**config.mk**
```make
export PLATFORM = sky130hd
export DESIGN_NAME = uart_rx_ctrl_flat
export DESIGN_NICKNAME = d
export VERILOG_FILES = /design/src/rtl/uart_pkg.sv /design/src/rtl/uart_rx_ctrl_if.sv /design/src/rtl/uart_rx_fifo.sv /design/src/rtl/uart_rx_ctrl.sv /design/src/flat_wrapper.sv
export SDC_FILE = /design/constraint.sdc
export NUM_CORES = 1
export LEC_CHECK = 0
export BUFFER_PORTS_ARGS = -buffer_cell sky130_fd_sc_hd__buf_2
export CORE_ASPECT_RATIO = 0.7
export CORE_MARGIN = 1.5
export CORE_UTILIZATION = 35
export CTS_CLUSTER_SIZE = 30
export DETAILED_ROUTE_END_ITERATION = 8
export GPL_TIMING_DRIVEN = 1
export SYNTH_ARGS = -nofsm -noshare
export SYNTH_HDL_FRONTEND = slang
export SYNTH_SLANG_ARGS = --single-unit
```
**constraint.sdc**
```tcl
create_clock -name i_Clock -period 2.89 [get_ports i_Clock]
set_input_delay 0.4335 -clock i_Clock [delete_from_list [all_inputs] [get_ports i_Clock]]
set_output_delay 0.4335 -clock i_Clock [all_outputs]
set_load 0.01 [all_outputs]
```
**src/rtl/uart_pkg.sv**
```systemverilog
// uart_pkg: shared types, status bit positions and default sizing for the UART receive controller.
package uart_pkg;
    typedef enum logic {S_IDLE, S_RESP} rd_state_e;
    localparam int STATUS_NE = 0;
    localparam int STATUS_FULL = 1;
    localparam int STATUS_OVF = 2;
    localparam int STATUS_TMO = 3;
    localparam int DEF_FIFO_DEPTH = 16;
    localparam int DEF_TIMEOUT_CYCLES = 2000;
endpackage

```
**src/rtl/uart_rx_ctrl_if.sv**
```systemverilog
// uart_rx_ctrl_if: receiver byte input, CPU read handshake, status and interrupt signals.
interface uart_rx_ctrl_if
    import uart_pkg::*;
#(
    parameter int FIFO_DEPTH = DEF_FIFO_DEPTH
);
    localparam int CW = $clog2(FIFO_DEPTH) + 1;
    logic          rx_valid;
    logic [7:0]    rx_byte;
    logic          rd_req;
    logic [7:0]    rd_data;
    logic          rd_valid;
    logic          clr_ovf;
    logic          irq_en;
    logic [CW-1:0] irq_thresh;
    logic [CW-1:0] level;
    logic [7:0]    status;
    logic          irq;
    modport slave (
        input  rx_valid, rx_byte, rd_req, clr_ovf, irq_en, irq_thresh,
        output rd_data, rd_valid, level, status, irq
    );
    modport master (
        output rx_valid, rx_byte, rd_req, clr_ovf, irq_en, irq_thresh,
        input  rd_data, rd_valid, level, status, irq
    );
endinterface

```
**src/rtl/uart_rx_fifo.sv**
```systemverilog
// uart_rx_fifo: byte FIFO with accepted-strobe outputs and a registered pop-data port.
module uart_rx_fifo
    import uart_pkg::*;
#(
    parameter int DEPTH = DEF_FIFO_DEPTH,
    localparam int CW = $clog2(DEPTH) + 1
) (
    input  logic          clk_i,
    input  logic          rst_ni,
    input  logic          push_i,
    input  logic [7:0]    data_i,
    input  logic          pop_i,
    output logic [7:0]    data_o,
    output logic          push_ok_o,
    output logic          pop_ok_o,
    output logic          full_o,
    output logic          empty_o,
    output logic [CW-1:0] level_o
);
    localparam int AW = $clog2(DEPTH);
    logic [7:0]    mem_q [DEPTH];
    logic [AW-1:0] wptr_q, rptr_q;
    logic [CW-1:0] level_q, level_d;
    logic [7:0]    data_q, data_d;
    assign empty_o   = level_q == '0;
    assign full_o    = level_q == CW'(DEPTH);
    assign pop_ok_o  = pop_i & ~empty_o;
    // a pop in the same cycle frees the slot the push needs
    assign push_ok_o = push_i & (~full_o | pop_ok_o);
    assign data_o    = data_q;
    assign level_o   = level_q;
    always_comb begin
        level_d = level_q + CW'(push_ok_o) - CW'(pop_ok_o);
        data_d  = pop_i ? (empty_o ? 8'h00 : mem_q[rptr_q]) : data_q;
    end
    always_ff @(posedge clk_i or negedge rst_ni) begin
        if (!rst_ni) begin
            wptr_q  <= '0;
            rptr_q  <= '0;
            level_q <= '0;
            data_q  <= '0;
        end else begin
            wptr_q  <= wptr_q + AW'(push_ok_o);
            rptr_q  <= rptr_q + AW'(pop_ok_o);
            level_q <= level_d;
            data_q  <= data_d;
        end
    end
    always_ff @(posedge clk_i) begin
        if (push_ok_o) mem_q[wptr_q] <= data_i;
    end
endmodule

```
**src/rtl/uart_rx_ctrl.sv**
```systemverilog
// uart_rx_ctrl: buffers UART receive bytes and serves them over a registered CPU read handshake.
// Optional receive-timeout flag enabled by defining UART_RX_TIMEOUT_EN.
module uart_rx_ctrl
    import uart_pkg::*;
#(
    parameter int FIFO_DEPTH = DEF_FIFO_DEPTH,
    parameter int TIMEOUT_CYCLES = DEF_TIMEOUT_CYCLES
) (
    input  logic           i_Clock,
    input  logic           reset_n,
    uart_rx_ctrl_if.slave  bus
);
    localparam int CW = $clog2(FIFO_DEPTH) + 1;
    rd_state_e     state_q, state_d;
    logic          rd_accept, push_ok, pop_ok, full, empty;
    logic          ovf_q, ovf_d, irq_q, irq_d, tmo_q;
    logic [CW-1:0] level;
    logic [7:0]    status;
    assign rd_accept = (state_q == S_IDLE) & bus.rd_req;
    uart_rx_fifo #(.DEPTH(FIFO_DEPTH)) u_fifo (
        .clk_i     (i_Clock),
        .rst_ni    (reset_n),
        .push_i    (bus.rx_valid),
        .data_i    (bus.rx_byte),
        .pop_i     (rd_accept),
        .data_o    (bus.rd_data),
        .push_ok_o (push_ok),
        .pop_ok_o  (pop_ok),
        .full_o    (full),
        .empty_o   (empty),
        .level_o   (level)
    );
    always_comb begin
        state_d = S_IDLE;
        if (state_q == S_IDLE) state_d = bus.rd_req ? S_RESP : S_IDLE;
    end
    always_comb begin
        // a dropped byte wins over a simultaneous clear
        ovf_d = (bus.rx_valid & ~push_ok) ? 1'b1 : (bus.clr_ovf ? 1'b0 : ovf_q);
        irq_d = bus.irq_en & (((bus.irq_thresh != '0) & (level >= bus.irq_thresh)) | ovf_q | tmo_q);
        status = '0;
        status[STATUS_NE]   = ~empty;
        status[STATUS_FULL] = full;
        status[STATUS_OVF]  = ovf_q;
        status[STATUS_TMO]  = tmo_q;
    end
    always_ff @(posedge i_Clock or negedge reset_n) begin
        if (!reset_n) begin
            state_q <= S_IDLE;
            ovf_q   <= 1'b0;
            irq_q   <= 1'b0;
        end else begin
            state_q <= state_d;
            ovf_q   <= ovf_d;
            irq_q   <= irq_d;
        end
    end
`ifdef UART_RX_TIMEOUT_EN
    localparam int TW = $clog2(TIMEOUT_CYCLES);
    localparam logic [TW-1:0] TMO_LAST = TW'(TIMEOUT_CYCLES - 1);
    logic [TW-1:0] cnt_q, cnt_d;
    logic          tmo_d, idle_clr;
    // counter saturates at the terminal count so the flag stays set while idle
    always_comb begin
        idle_clr = push_ok | pop_ok | empty;
        cnt_d = idle_clr ? '0 : ((cnt_q == TMO_LAST) ? cnt_q : cnt_q + 1'b1);
        tmo_d = idle_clr ? 1'b0 : ((cnt_d == TMO_LAST) ? 1'b1 : tmo_q);
    end
    always_ff @(posedge i_Clock or negedge reset_n) begin
        if (!reset_n) begin
            cnt_q <= '0;
            tmo_q <= 1'b0;
        end else begin
            cnt_q <= cnt_d;
            tmo_q <= tmo_d;
        end
    end
`else
    localparam int unused_timeout_cycles = TIMEOUT_CYCLES;
    assign tmo_q = 1'b0;
`endif
    assign bus.rd_valid = state_q == S_RESP;
    assign bus.level    = level;
    assign bus.status   = status;
    assign bus.irq      = irq_q;
endmodule

```
**src/flat_wrapper.sv**
```systemverilog
// flat-port wrapper written by rule: the top's interface ports become plain ports
module uart_rx_ctrl_flat import uart_pkg::*;
#(
    parameter int FIFO_DEPTH = DEF_FIFO_DEPTH,
    parameter int TIMEOUT_CYCLES = DEF_TIMEOUT_CYCLES
)
  (i_Clock, reset_n, bus_rx_valid, bus_rx_byte, bus_rd_req, bus_clr_ovf, bus_irq_en, bus_irq_thresh, bus_rd_data, bus_rd_valid, bus_level, bus_status, bus_irq);
  uart_rx_ctrl_if #(.FIFO_DEPTH(FIFO_DEPTH)) bus_i ();
  input  logic i_Clock;
  input  logic reset_n;
  input wire logic [$bits(bus_i.rx_valid)-1:0] bus_rx_valid;
  input wire logic [$bits(bus_i.rx_byte)-1:0] bus_rx_byte;
  input wire logic [$bits(bus_i.rd_req)-1:0] bus_rd_req;
  input wire logic [$bits(bus_i.clr_ovf)-1:0] bus_clr_ovf;
  input wire logic [$bits(bus_i.irq_en)-1:0] bus_irq_en;
  input wire logic [$bits(bus_i.irq_thresh)-1:0] bus_irq_thresh;
  output wire logic [$bits(bus_i.rd_data)-1:0] bus_rd_data;
  output wire logic [$bits(bus_i.rd_valid)-1:0] bus_rd_valid;
  output wire logic [$bits(bus_i.level)-1:0] bus_level;
  output wire logic [$bits(bus_i.status)-1:0] bus_status;
  output wire logic [$bits(bus_i.irq)-1:0] bus_irq;
  assign bus_i.rx_valid = bus_rx_valid;
  assign bus_i.rx_byte = bus_rx_byte;
  assign bus_i.rd_req = bus_rd_req;
  assign bus_i.clr_ovf = bus_clr_ovf;
  assign bus_i.irq_en = bus_irq_en;
  assign bus_i.irq_thresh = bus_irq_thresh;
  assign bus_rd_data = bus_i.rd_data;
  assign bus_rd_valid = bus_i.rd_valid;
  assign bus_level = bus_i.level;
  assign bus_status = bus_i.status;
  assign bus_irq = bus_i.irq;
  uart_rx_ctrl #(.FIFO_DEPTH(FIFO_DEPTH), .TIMEOUT_CYCLES(TIMEOUT_CYCLES)) u_core (.i_Clock(i_Clock), .reset_n(reset_n), .bus(bus_i));
endmodule
```
# Word level (Yosys, flattened, before mapping)
# Memory sizes are Yosys's and may differ from the RTL's.
# Cells that the tools add are included.
# word_totals
reg_bits	24
latch_bits	0
ram_bits	128
mem_bits_ro	0
input_bits	19
word_cells	36
n_memories	1
# op_classes
addsub	4
multipliers	0
div_mod_pow	0
order_cmp	1
n_eq_ne	1
shift	0
mux	7
n_bitwise	12
reduce_logical	3
# memory_table
memory	words	width	read_ports	rd_ports_with_merged_regs	write_ports	line_no	text
u_core.u_fifo.mem_q	16	8	1	0	1	uart_rx_fifo.sv:21	logic [7:0] mem_q [DEPTH];
# ops
cell	count
adder 4 x 1 -> 4 bit	2
two-way mux 8 bit	1
AND 1 bit	6
two-way mux 1 bit	6
adder 5 x 1 -> 5 bit	1
equality test 5 bit (second input constant)	1
greater-or-equal comparator 5 bit	1
logical NOT 5 bit	1
nonzero test 5 bit	1
subtractor 5 x 1 -> 5 bit	1
NOT 1 bit	4
bitwise OR 1 bit	2
nonzero test 2 bit	1

# Depth between registers and ports, before layout
# Gate-level depths: netlist (run 1).
# logic_depth
word_depth	8
depth_mapped	13

# Cells and area by module
# A second synthesis (run 1) with hierarchy kept.
# unflattened
hier_cells	335
area_unflattened_um2	6409.9
# modules_own_cells
module	instances	cells_each	area_per_inst_um2
uart_rx_fifo	1	300	6110.9
uart_rx_ctrl	1	35	299.0

# Least setup slack after synthesis (run 1)
# No wires, ideal clock.
# synth_timing
path_kind	reg2reg
start	register u_core.u_fifo.level_q[2], in the netlist u_core.u_fifo.level_o[2]
end	memory u_core.u_fifo.mem_q[0][0] (enable)
setup_ns	0.383
arrival_ns	2.235
required_time_ns	2.507
setup_slack_ns	0.271
path_stages_with_launch	7
path_buffers	0
path_cell_list	dfrtp_1 -> inv_1 -> ha_1 -> and4bb_2 -> a21boi_4 -> or3b_2 -> nor3_1
# synth_between
word_cells_on_any_way	9
# synth_rtl
item	line_no	text
start, declared	uart_rx_fifo.sv:23	logic [CW-1:0] level_q, level_d;
start signal, assigned	uart_rx_fifo.sv:45	level_q <= level_d;
equality test 5 bit	uart_rx_fifo.sv:26	assign full_o = level_q == CW'(DEPTH);
net u_core.full	uart_rx_ctrl.sv:15	logic rd_accept, push_ok, pop_ok, full, empty;
NOT 1 bit	uart_rx_fifo.sv:29	assign push_ok_o = push_i & (~full_o | pop_ok_o);
bitwise OR 1 bit	uart_rx_fifo.sv:29	
AND 1 bit	uart_rx_fifo.sv:29	
two-way mux 1 bit	uart_rx_fifo.sv:50	if (push_ok_o) mem_q[wptr_q] <= data_i;
two-way mux 1 bit (not written as such)	uart_rx_fifo.sv:50	
end, declared	uart_rx_fifo.sv:21	
# The timed path passes the listed nets, and every way through them passes these cells.

# Worst setup path in the final report (run 1)
# layout_timing
start	register u_core.u_fifo.level_q[3], in the netlist u_core.u_fifo.level_o[3]
end	register u_core.u_fifo.level_q[4], in the netlist u_core.u_fifo.level_o[4]
# layout_between
elab_chain_cells	7
word_cells_on_any_way	9
# layout_rtl
item	line_no	text
logical NOT 5 bit	uart_rx_fifo.sv:25	assign empty_o = level_q == '0;
NOT 1 bit	uart_rx_fifo.sv:27	assign pop_ok_o = pop_i & ~empty_o;
AND 1 bit	uart_rx_fifo.sv:27	
bitwise OR 1 bit	uart_rx_fifo.sv:29	
AND 1 bit	uart_rx_fifo.sv:29	
adder 5 x 1 -> 5 bit	uart_rx_fifo.sv:33	level_d = level_q + CW'(push_ok_o) - CW'(pop_ok_o);
subtractor 5 x 1 -> 5 bit *	uart_rx_fifo.sv:33	
net u_core.u_fifo.level_d[4]	uart_rx_fifo.sv:23	
# Mark *: on every way through the listed nets, which the timed path passes. The rest lies on a longest branch.
# A chain may end at the register's enable or synchronous reset.

==> results of run 1 <==
==> through the flow <==
step / total power, mW / hold slack [ns] / instance area, um2 / std cells / setup slack [ns]
final: 7.208 / -0.002345 / 7437 / 637 / 0.2784
after detailed placement: 5.156 / 0.4547 / 6869 / 605 / 0.2840
after global routing: 7.563 / 0.04248 / 7437 / 637 / 0.07181
after global placement: 5.109 / 0.4438 / 6869 / 605 / 0.3521
after floorplan: 4.478 / 0.1379 / 6360 / 332 / 0.2712
after CTS: 7.273 / 0.01002 / 7437 / 637 / 0.2596
==> layout make-up <==
type,instances,area [um2]
fillers,1528,10030
flip-flops and latches,152,4446
multi-input cells,145,1687
clock buffers,17,425.4
repair buffers,63,395.4
well taps,231,289.0
clock inverters,15,142.6
inverters,14,52.55
==> how the worst max path moves through the flow <==
stage | startpoint | endpoint | slack [ns] | cells past startpoint
final | u_core.u_fifo.level_o[3]$_DFF_PN0_ | u_core.u_fifo.level_o[4]$_DFF_PN0_ | 0.28 | 13
after global routing | u_core.u_fifo.level_o[3]$_DFF_PN0_ | u_core.u_fifo.level_o[4]$_DFF_PN0_ | 0.07 | 13
after CTS | u_core.u_fifo.level_o[3]$_DFF_PN0_ | u_core.u_fifo.level_o[4]$_DFF_PN0_ | 0.26 | 13
after detailed placement | u_core.u_fifo.level_o[3]$_DFF_PN0_ | u_core.u_fifo.level_o[4]$_DFF_PN0_ | 0.28 | 13
after global placement | u_core.u_fifo.level_o[3]$_DFF_PN0_ | u_core.u_fifo.level_o[4]$_DFF_PN0_ | 0.35 | 13
after floorplan | u_core.u_fifo.level_o[2]$_DFF_PN0_ | u_core.u_fifo.mem_q[0][0]$_DFFE_PP_ | 0.27 | 6
==> where the power goes <==
| part | internal, mW | switching [mW] |
|---|---|---|
| Combinational | 1.01 | 1.02 |
| Clock | 1.20 | 0.910 |
| Sequential | 2.73 | 0.335 |
| Total | 4.94 | 2.27 |
==> synthesized netlist by cell type (all sizes together), types with 2 or more instances <==
master	count
xor2	4
buf	18
nand3	4
a21oi	3
mux2i	24
nor2	13
nand3b	2
edfxtp	128
ha	14
dfrtp	24
o21ai	4
mux4	31
xnor2	4
nor3	4
a22o	7
inv	14
nand2b	6
clkbuf	3
nand2	5
==> metal layers <==
layer	vias to the layer above	global-route usage	routed length (um)
met3	10	0.02827	416
li1	1436	-	-
met1	1664	0.2251	6825
met5	-	0	0
met4	0	0.04727	89
met2	56	0.1969	5386
==> kinds of logic (layout without fill, tap and decap cells) <==
logic type / after synthesis / count (layout) / share of synthesized area
compound gates: 22 / 22 / 0.02682
xor+xnor: 8 / 8 / 0.01104
fa+ha+maj: 15 / 15 / 0.03076
buf+inv: 35 / 109 / 0.03609
flops: 152 / 152 / 0.7005
mux: 55 / 55 / 0.1609
other cells: 1 / 5 / 0.0005910
simple gates: 40 / 40 / 0.03333
==> state kept, by name, indices dropped and copies added, names as in the netlist <==
signal                 count
u_core.u_fifo.wptr_q       4
u_core.u_fifo.level_o      5
u_core.bus.irq             1
u_core.u_fifo.mem_q      128
u_core.u_fifo.data_o       8
u_core.bus.rd_valid        1
u_core.ovf_q               1
u_core.u_fifo.rptr_q       4
==> impl_metrics.env, run 1 <==
export IMPL_vdd_drop_max_uv=696.7
export IMPL_crit_type="reg -> reg"
export IMPL_hold_violations=8
export IMPL_critPathArrivalTime_ns=2.95
export IMPL_cp_buffers_inverters=3
export IMPL_synth_warning_count=0
export IMPL_wl_per_cell_um=19.96
export IMPL_tightest_slew_ns=0.7785
export IMPL_synth_seq_cells=152
export IMPL_grt_pass1_vias=3142
export IMPL_r2r_start="u_core.u_fifo.level_o[3]$_DFF_PN0_"
export IMPL_critPathMostFrequentCell="inv_1"
export IMPL_cp_slowest_cell="or4b_1"
export IMPL_syn_area_mm2=0.006345
export IMPL_grt_max_degree=32
export IMPL_cts_hold_buf=0
export IMPL_fin_util=0.4258
export IMPL_setup_violations=0
export IMPL_timing_rr_end="u_core.u_fifo.level_o[4]$_DFF_PN0_"
export IMPL_die_x_um=163.9
export IMPL_tns_ns=0
export IMPL_cp_start_kind="register"
export IMPL_clkSinkCount=152
export IMPL_drt_pass1_iterations=4
export IMPL_clkLatencyLatePin_ns=0.42
export IMPL_area_growth_pct=17.22
export IMPL_die_h_um=115.7
export IMPL_synth_top_area_frac=0.6058
export IMPL_fin_crit_sh=0.9037
export IMPL_async_flop_share=0.1579
export IMPL_violations="negative hold slack"
export IMPL_core_area_mm2=0.01747
export IMPL_period_minus_slack_ns=2.612
export IMPL_cellLeakagePower_nw=2.798
export IMPL_status="finished with violations"
export IMPL_cts_resized=0
export IMPL_holdWs_ns=-0.002345
export IMPL_final_cell_mix="edfxtp_1 (128), buf_2 (36), buf_4 (26)"
export IMPL_die_area_mm2=0.01896
export IMPL_synth_largest_area_cell="edfxtp_1"
export IMPL_ff2ff_path_depth=13
export IMPL_h_tree_depth=4
export IMPL_grt_first_pass_wirelength_mm=19.24
export IMPL_post_cts_setup_buffers=0
export IMPL_drt_iter0_drc=240
export IMPL_clockBufferDepth=2
export IMPL_drt_wl_total_mm=12.72
export IMPL_critical_path_required_ns=3.23
export IMPL_grt_overflow=0
export IMPL_ys_seq_area_frac=0.7005
export IMPL_drc=0
export IMPL_ant_nets=0
export IMPL_clock_root_buffer="clkbuf_16"
export IMPL_syn_inst=328
export IMPL_synth_edf_count=128
export IMPL_hp_class="in -> async"
export IMPL_ios=42
export IMPL_rows=40
export IMPL_synth_ff_type="edfxtp_1"
export IMPL_synth_area_leaders="edfxtp_1 (61%), dfrtp_1 (9.5%), mux4_1 (9.1%)"
export IMPL_layout_drive_gt1_share=0.2611
export IMPL_initial_core_util=0.3633
export IMPL_final_common_cell="edfxtp_1"
export IMPL_timing_fmax_mhz=382.9
export IMPL_final_nets=427
export IMPL_postSynthAreaPerCell_um2=19.34
export IMPL_drt_vias_per_instance=4.970
export IMPL_clkSlewWorstSetupHoldPaths_ns=0.07
export IMPL_antenna_found_initial=0
export IMPL_finalClockSkew_ns=0.01177
export IMPL_antenna_cells=0
export IMPL_r2r_slack_ns=0.28
export IMPL_gp_congestion=0.8233
export IMPL_cp_end_kind="register"
export IMPL_ys_types=42
export IMPL_port_buffers=36
export IMPL_grt_usage=0.1432
export IMPL_drv_slew=0
export IMPL_drv_cap=0
export IMPL_powerDensity_mw_per_mm2=969.2
export IMPL_place_hpwl_mm=8.543
export IMPL_tritoncts="yes"
export IMPL_cpPeakStageDelay_ns=0.44
export IMPL_slew_limit_headroom=0.4810
export IMPL_crit_chain="inv_1 > ha_1 > or4b_1 > and2_1 > nand2b_1 > nand2_1 > ha_1 > inv_1 > fa_1 > inv_1 > a21oi_1 > o21bai_1 > xnor2_1"
export IMPL_rsz0062_at_grt="no"
export IMPL_vias=3166
export IMPL_cp_max_fo=4
export IMPL_critical_path_top_delay_family="simple AND/OR/NAND/NOR gates"
export IMPL_numCtsBuffers=17
Power figures use the tool's default switching activity.
==> run 2, diff against run 1 <==
--- a/config.mk
+++ b/config.mk
@@ -8,10 +8,11 @@
 export BUFFER_PORTS_ARGS = -buffer_cell sky130_fd_sc_hd__buf_2
 export CORE_ASPECT_RATIO = 0.7
 export CORE_MARGIN = 1.5
-export CORE_UTILIZATION = 35
+export CORE_UTILIZATION = 45
 export CTS_CLUSTER_SIZE = 30
 export DETAILED_ROUTE_END_ITERATION = 8
 export GPL_TIMING_DRIVEN = 1
 export SYNTH_ARGS = -nofsm -noshare
 export SYNTH_HDL_FRONTEND = slang
+export SYNTH_HIERARCHICAL = 1
 export SYNTH_SLANG_ARGS = --single-unit
==> run 2 against run 1 <==
Fmax up 5.0%; synthesized cell count up 2.1%; flip-flop and latch count unchanged; the run now ends clean; setup slack better by 0.13 ns; hold slack better by 0.0091 ns; core utilization up 11 points; highest routed layer unchanged; first-iteration DRC count down 28%; clock power up 7%; sequential power down 4%; non-clock buffer count unchanged; via count up 0.54%; critical path depth up 1.
==> impl_metrics.env, run 2 <==
export IMPL_wl_per_cell_um=20.73
export IMPL_clkSinkCount=152
export IMPL_timing_fmax_mhz=402.2
export IMPL_crit_type="reg -> reg"
export IMPL_rsz0062_at_grt="no"
export IMPL_num_fill_cells=1097
export IMPL_vdd_drop_max_uv=480.0
export IMPL_async_flop_share=0.1579
export IMPL_ys_types=41
export IMPL_core_area_mm2=0.01392
export IMPL_critPathMostFrequentCell="inv_1"
export IMPL_postSynthAreaPerCell_um2=19.13
export IMPL_drt_vias_per_instance=5.296
export IMPL_cp_end_kind="register"
export IMPL_antenna_found_initial=0
export IMPL_clockBufferDepth=2
export IMPL_cts_resized=0
export IMPL_initial_core_util=0.4605
export IMPL_cellLeakagePower_nw=2.843
export IMPL_drt_iter0_drc=173
export IMPL_antenna_cells=0
export IMPL_final_cell_mix="edfxtp_1 (128), buf_2 (36), mux4_1 (28)"
export IMPL_grt_overflow=0
export IMPL_grt_first_pass_wirelength_mm=18.92
export IMPL_cp_slowest_cell="dfrtp_1"
export IMPL_cts_hold_buf=0
export IMPL_post_cts_setup_buffers=0
export IMPL_area_growth_pct=16.38
export IMPL_h_tree_depth=4
export IMPL_drc=0
export IMPL_die_x_um=145.7
export IMPL_drt_wl_total_mm=12.46
export IMPL_ant_nets=0
export IMPL_clock_root_buffer="clkbuf_16"
export IMPL_cp_start_kind="register"
export IMPL_cp_buffers_inverters=4
export IMPL_critPathArrivalTime_ns=2.78
export IMPL_place_hpwl_mm=8.198
export IMPL_largest_reg_flops=128
export IMPL_largest_register="u_core/u_fifo/mem_q"
export IMPL_powerDensity_mw_per_mm2=984.8
export IMPL_vias=3183
export IMPL_crit_chain="inv_1 > ha_1 > nor4b_1 > nand2b_1 > inv_1 > nand2_1 > o21ai_0 > ha_1 > inv_1 > fa_1 > inv_1 > a21oi_1 > o21bai_1 > xnor2_1"
export IMPL_r2r_slack_ns=0.40
export IMPL_cpPeakStageDelay_ns=0.41
export IMPL_clkLatencyLatePin_ns=0.41
export IMPL_ios=42
export IMPL_synth_seq_cells=152
export IMPL_syn_inst=335
export IMPL_synthTopCellsByCount="edfxtp_1 (128), mux4_1 (28), dfrtp_1 (24), inv_1 (24), mux2i_1 (16)"
export IMPL_final_nets=433
export IMPL_synth_edf_count=128
export IMPL_die_area_mm2=0.01498
export IMPL_period_minus_slack_ns=2.486
export IMPL_port_buffers=36
export IMPL_drv_cap=0
export IMPL_grt_usage=0.1795
export IMPL_layout_drive_gt1_share=0.2652
export IMPL_fin_crit_sh=0.8603
export IMPL_synth_area_leaders="edfxtp_1 (60%), mux4_1 (11%), dfrtp_1 (9.4%)"
export IMPL_finalClockSkew_ns=0.01092
export IMPL_drt_pass1_iterations=6
export IMPL_synth_top_area_frac=0.5996
export IMPL_hp_class="in -> async"
export IMPL_tightest_slew_ns=0.5941
export IMPL_tns_ns=0
export IMPL_synth_largest_area_cell="edfxtp_1"
export IMPL_ys_seq_area_frac=0.6933
export IMPL_grt_max_degree=35
export IMPL_status="finished, final reports clean"
export IMPL_synth_ff_type="edfxtp_1"
export IMPL_gp_congestion=0.8395
export IMPL_numCtsBuffers=17
export IMPL_dp_cells=571
export IMPL_seq_area_mm2=0.004444
export IMPL_multi_input_area_mm2=0.001674
export IMPL_syn_area_mm2=0.006410
export IMPL_critical_path_required_ns=3.19
export IMPL_synth_warning_count=6
export IMPL_grt_pass1_vias=3159
export IMPL_die_h_um=102.9
export IMPL_tritoncts="yes"
export IMPL_clkSlewWorstSetupHoldPaths_ns=0.06
export IMPL_hold_violations=0
export IMPL_yosysMostFrequentCell="edfxtp_1"
export IMPL_final_common_cell="edfxtp_1"
export IMPL_setup_violations=0
export IMPL_final_cells=601
export IMPL_cp_max_fo=4
export IMPL_critical_path_top_delay_family="simple AND/OR/NAND/NOR gates"
export IMPL_rows=36
export IMPL_drv_slew=0
export IMPL_slew_limit_headroom=0.6039
run 2: cell types whose count changed after synthesis, moves of 5 or more:
cell | previous run | this run
a22o_1 | 7 | 0
inv_1 | 14 | 24
mux2_2 | 0 | 8
mux2i_1 | 24 | 16
mux4_1 | 22 | 28
mux4_2 | 9 | 4
o22ai_1 | 0 | 9
run 2: worst reg2reg max path: cells and delay by family, from the launching register on:
family | cells | cell delay [ns]
flops | 1 | 0.41
simple gates | 3 | 0.66
compound gates | 3 | 0.32
fa+ha+maj | 3 | 0.56
xor+xnor | 1 | 0.12
buf+inv | 4 | 0.30
run 2: cells by family (layout without fill, tap and decap cells):
kind of cell               count (synthesis)  count (layout)  synth area share
and+or+nand+nor                           35              35           0.02967
DFF                                      152             152            0.6933
xor gates and xnor gates                   9               9           0.01230
buffers and inverters                     48             120           0.04782
adders and majority gates                 14              14           0.02850
AOI/OAI and AO/OA                         20              20           0.01991
other                                      1               5         0.0005850
muxes                                     56              56            0.1679
run 2: final cells by class:
type,count,share of cell area
inverters,27,0.01359
multi-input cells,139,0.2244
flip-flops and latches,152,0.5958
clock inverters,13,0.02432
clock buffers,17,0.05703
well taps,190,0.03187
repair buffers,63,0.05300
run 2: final timing paths:
kind | depth (start not counted) | endpoint | startpoint
hold reg to reg | 2 | u_core/u_fifo/data_o[2]$_DFFE_PN0P_ | u_core/u_fifo/data_o[2]$_DFFE_PN0P_
min in group i_Clock | 2 | u_core/ovf_q$_DFFE_PN0P_ | bus_clr_ovf
max in group asynchronous | 1 | u_core/u_fifo/data_o[1]$_DFFE_PN0P_ | reset_n
hold / removal | 1 | u_core/bus.rd_valid$_DFF_PN0_ | reset_n
setup / recovery | 14 | u_core/u_fifo/level_o[4]$_DFF_PN0_ | u_core/u_fifo/level_o[2]$_DFF_PN0_
setup reg to reg | 14 | u_core/u_fifo/level_o[4]$_DFF_PN0_ | u_core/u_fifo/level_o[2]$_DFF_PN0_
run 2: stage by stage:
stage          worst slack [ns]  cell area (um2)  hold WS [ns]    util  power (mW)
6_report                 0.4036             7460      0.006736  0.5360       7.346
5_1_grt                  0.2133             7460       0.04765  0.5360       7.694
4_1_cts                  0.4228             7460       0.01233  0.5360       7.423
3_5_place_dp             0.4471             6853        0.4626  0.4924       5.149
3_3_place_gp             0.5439             6853        0.4589  0.4924       5.105
2_1_floorplan            0.3907             6425        0.1379       -       4.572
run 2: report_power, final:
part	internal [mW]	total [mW]	switching [mW]
combinational	1.04	2.13	1.09
clock	1.43	2.26	0.834
sequential	2.73	2.95	0.227
total	5.20	7.35	2.15
run 2: routing by layer:
metal  GRT usage  share of wire  vias up
li1            -              -     1442
met1      0.2568           0.49     1654
met2      0.2769           0.45       75
met3     0.03628          0.048       12
met4     0.06750          0.013        0
met5           0              0        -
==> run 3, diff against run 2 <==
--- a/config.mk
+++ b/config.mk
@@ -9,6 +9,7 @@
 export CORE_ASPECT_RATIO = 0.7
 export CORE_MARGIN = 1.5
 export CORE_UTILIZATION = 45
+export CTS_BUF_LIST = sky130_fd_sc_hd__clkbuf_8
 export CTS_CLUSTER_SIZE = 30
 export DETAILED_ROUTE_END_ITERATION = 8
 export GPL_TIMING_DRIVEN = 1
==> run 3 against run 2 <==
Critical endpoint unchanged; sequential power about the same; largest cell class unchanged; core utilization decreased by 1.3 points; critical path depth unchanged; final area decreased by 2.4%; global-route usage about the same; non-clock buffer count increased by 1; highest routed layer unchanged; sequential share of layout area increased by 1.5 points.
==> impl_metrics.env, run 3 (synthesis results as in run 2) <==
export IMPL_vias=3180
export IMPL_final_area_mm2=0.007278
export IMPL_cp_max_fo=4
export IMPL_gp_congestion=0.8395
export IMPL_vdd_drop_max_uv=394.5
export IMPL_drv_cap=0
export IMPL_grt_pass1_vias=3161
export IMPL_holdWs_ns=0.1894
export IMPL_die_x_um=145.7
export IMPL_combPwrFrac=0.316
export IMPL_largest_register="u_core/u_fifo/mem_q"
export IMPL_cp_slowest_cell="dfrtp_1"
export IMPL_period_minus_slack_ns=2.505
export IMPL_final_cells=602
export IMPL_drt_pass1_iterations=4
export IMPL_rows=36
export IMPL_cp_start_kind="register"
export IMPL_clkSlewWorstSetupHoldPaths_ns=0.08
export IMPL_area_growth_pct=13.55
export IMPL_crit_chain="inv_1 > ha_1 > nor4b_1 > nand2b_1 > inv_1 > nand2_1 > o21ai_0 > ha_1 > inv_1 > fa_1 > inv_1 > a21oi_1 > o21bai_1 > xnor2_1"
export IMPL_crit_type="reg -> reg"
export IMPL_largest_reg_flops=128
export IMPL_place_hpwl_mm=8.198
export IMPL_switching_share=0.3067
export IMPL_cts_resized=0
export IMPL_grt_max_degree=35
export IMPL_critical_path_top_delay_family="simple AND/OR/NAND/NOR gates"
export IMPL_grt_overflow=0
export IMPL_tightest_slew_ns=0.5717
export IMPL_ant_nets=0
export IMPL_numCtsBuffers=17
export IMPL_cellLeakagePower_nw=2.760
export IMPL_clkSinkCount=152
export IMPL_final_nets=434
export IMPL_port_buffers=36
export IMPL_critPathMostFrequentCell="inv_1"
export IMPL_intPower_mw=4.689
export IMPL_critical_path_required_ns=3.21
export IMPL_powerDensity_mw_per_mm2=929.3
export IMPL_pwr_share_clk=0.249
export IMPL_final_cell_mix="edfxtp_1 (128), buf_2 (36), mux4_1 (28)"
export IMPL_final_common_cell="edfxtp_1"
export IMPL_switchingPower_mw=2.074
export IMPL_grt_first_pass_wirelength_mm=18.82
export IMPL_grt_usage=0.1800
export IMPL_timing_fmax_mhz=399.2
export IMPL_status="finished, final reports clean"
export IMPL_antenna_found_initial=0
export IMPL_finalClockSkew_ns=0.01195
export IMPL_drc=0
export IMPL_fin_util=0.5229
export IMPL_clockBufferDepth=2
export IMPL_cp_buffers_inverters=4
export IMPL_critPathArrivalTime_ns=2.83
export IMPL_fin_crit_sh=0.8668
export IMPL_hold_violations=0
export IMPL_antenna_cells=0
export IMPL_drt_iter0_drc=160
export IMPL_core_area_mm2=0.01392
export IMPL_layout_drive_gt1_share=0.2646
export IMPL_h_tree_depth=4
export IMPL_initial_core_util=0.4605
export IMPL_clock_root_buffer="clkbuf_8"
export IMPL_cp_end_kind="register"
export IMPL_post_dp_cell_area_mm2=0.006853
export IMPL_seq_power_share=0.435
export IMPL_num_fill_cells=1131
export IMPL_ios=42
export IMPL_tritoncts="yes"
export IMPL_drt_vias_per_instance=5.282
export IMPL_rsz0062_at_grt="no"
export IMPL_hp_class="in -> reg"
export IMPL_wl_per_cell_um=20.57
export IMPL_cpPeakStageDelay_ns=0.42
export IMPL_die_h_um=102.9
export IMPL_slew_limit_headroom=0.6188
export IMPL_setup_violations=0
export IMPL_drt_wl_total_mm=12.39
export IMPL_drv_slew=0
export IMPL_tns_ns=0
export IMPL_dp_cells=571
export IMPL_die_area_mm2=0.01498
export IMPL_clkLatencyLatePin_ns=0.43
run 3: cell types whose count changed in the layout (fill, tap and decap cells not counted), sizes merged:
cell	previous run	this run
dlygate4sd3	0	1
run 3: repair_timing:
action,CTS,global route
setup buffers,0,0
endpoints found under the hold margin,24,0
hold buffers,1,0
setup endpoints to repair,0,0
run 3: worst paths after layout:
| kind | from | end | slack [ns] | cells after the start |
|---|---|---|---|---|
| max in group asynchronous | reset_n | u_core/u_fifo/wptr_q[3]$_DFF_PN0_ | 1.98 | 2 |
| worst min-delay path | bus_clr_ovf | u_core/ovf_q$_DFFE_PN0P_ | 0.19 | 2 |
| worst max-delay path | u_core/u_fifo/level_o[2]$_DFF_PN0_ | u_core/u_fifo/level_o[4]$_DFF_PN0_ | 0.38 | 14 |
| min in group asynchronous | reset_n | u_core/bus.rd_valid$_DFF_PN0_ | 0.52 | 2 |
| worst min register to register | u_core/u_fifo/data_o[2]$_DFFE_PN0P_ | u_core/u_fifo/data_o[2]$_DFFE_PN0P_ | 0.53 | 2 |
| worst max register to register | u_core/u_fifo/level_o[2]$_DFF_PN0_ | u_core/u_fifo/level_o[4]$_DFF_PN0_ | 0.38 | 14 |
run 3: area by class of cell:
type                            instances  area, um2  area share
Timing Repair Buffer                   64      405.4     0.05570
Clock buffer                           17      234.0     0.03215
Tap cell                              190      237.7     0.03266
Clock inverter                         13      181.4     0.02493
Inverter                               27      101.3     0.01392
Sequential cell                       152       4444      0.6106
Multi-Input combinational cell        139       1674      0.2300
run 3: routing by layer:
layer,wire length [um],global-route usage,vias up
li1,-,-,1444
met1,6179,0.2554,1630
met2,5470,0.2740,95
met3,579,0.04248,11
met4,156,0.06986,0
met5,0,0,-
run 3: power groups by stage:
stage	clock, mW	sequential [mW]	combinational, mW
floorplan	0	2.94	1.64
global placement	0	2.98	2.13
detailed placement	0	2.99	2.16
CTS	1.72	2.95	2.17
global route	1.81	2.98	2.32
finish	1.68	2.94	2.14
run 3: worst register-to-register path, stage by stage (launching register included):
cell	delay [ns]
dfrtp_1	0.42
inv_1	0.10
ha_1	0.16
nor4b_1	0.36
nand2b_1	0.19
inv_1	0.09
nand2_1	0.11
o21ai_0	0.10
ha_1	0.21
inv_1	0.07
fa_1	0.20
inv_1	0.05
a21oi_1	0.13
o21bai_1	0.09
xnor2_1	0.12
run 3: per-stage QoR:
stage                     power [mW]  setup slack, ns
final                          6.764           0.3849
after detailed placement       5.149           0.4471
after global routing           7.110           0.2100
after global placement         5.105           0.5439
after floorplan                4.572           0.3907
after CTS                      6.834           0.4188
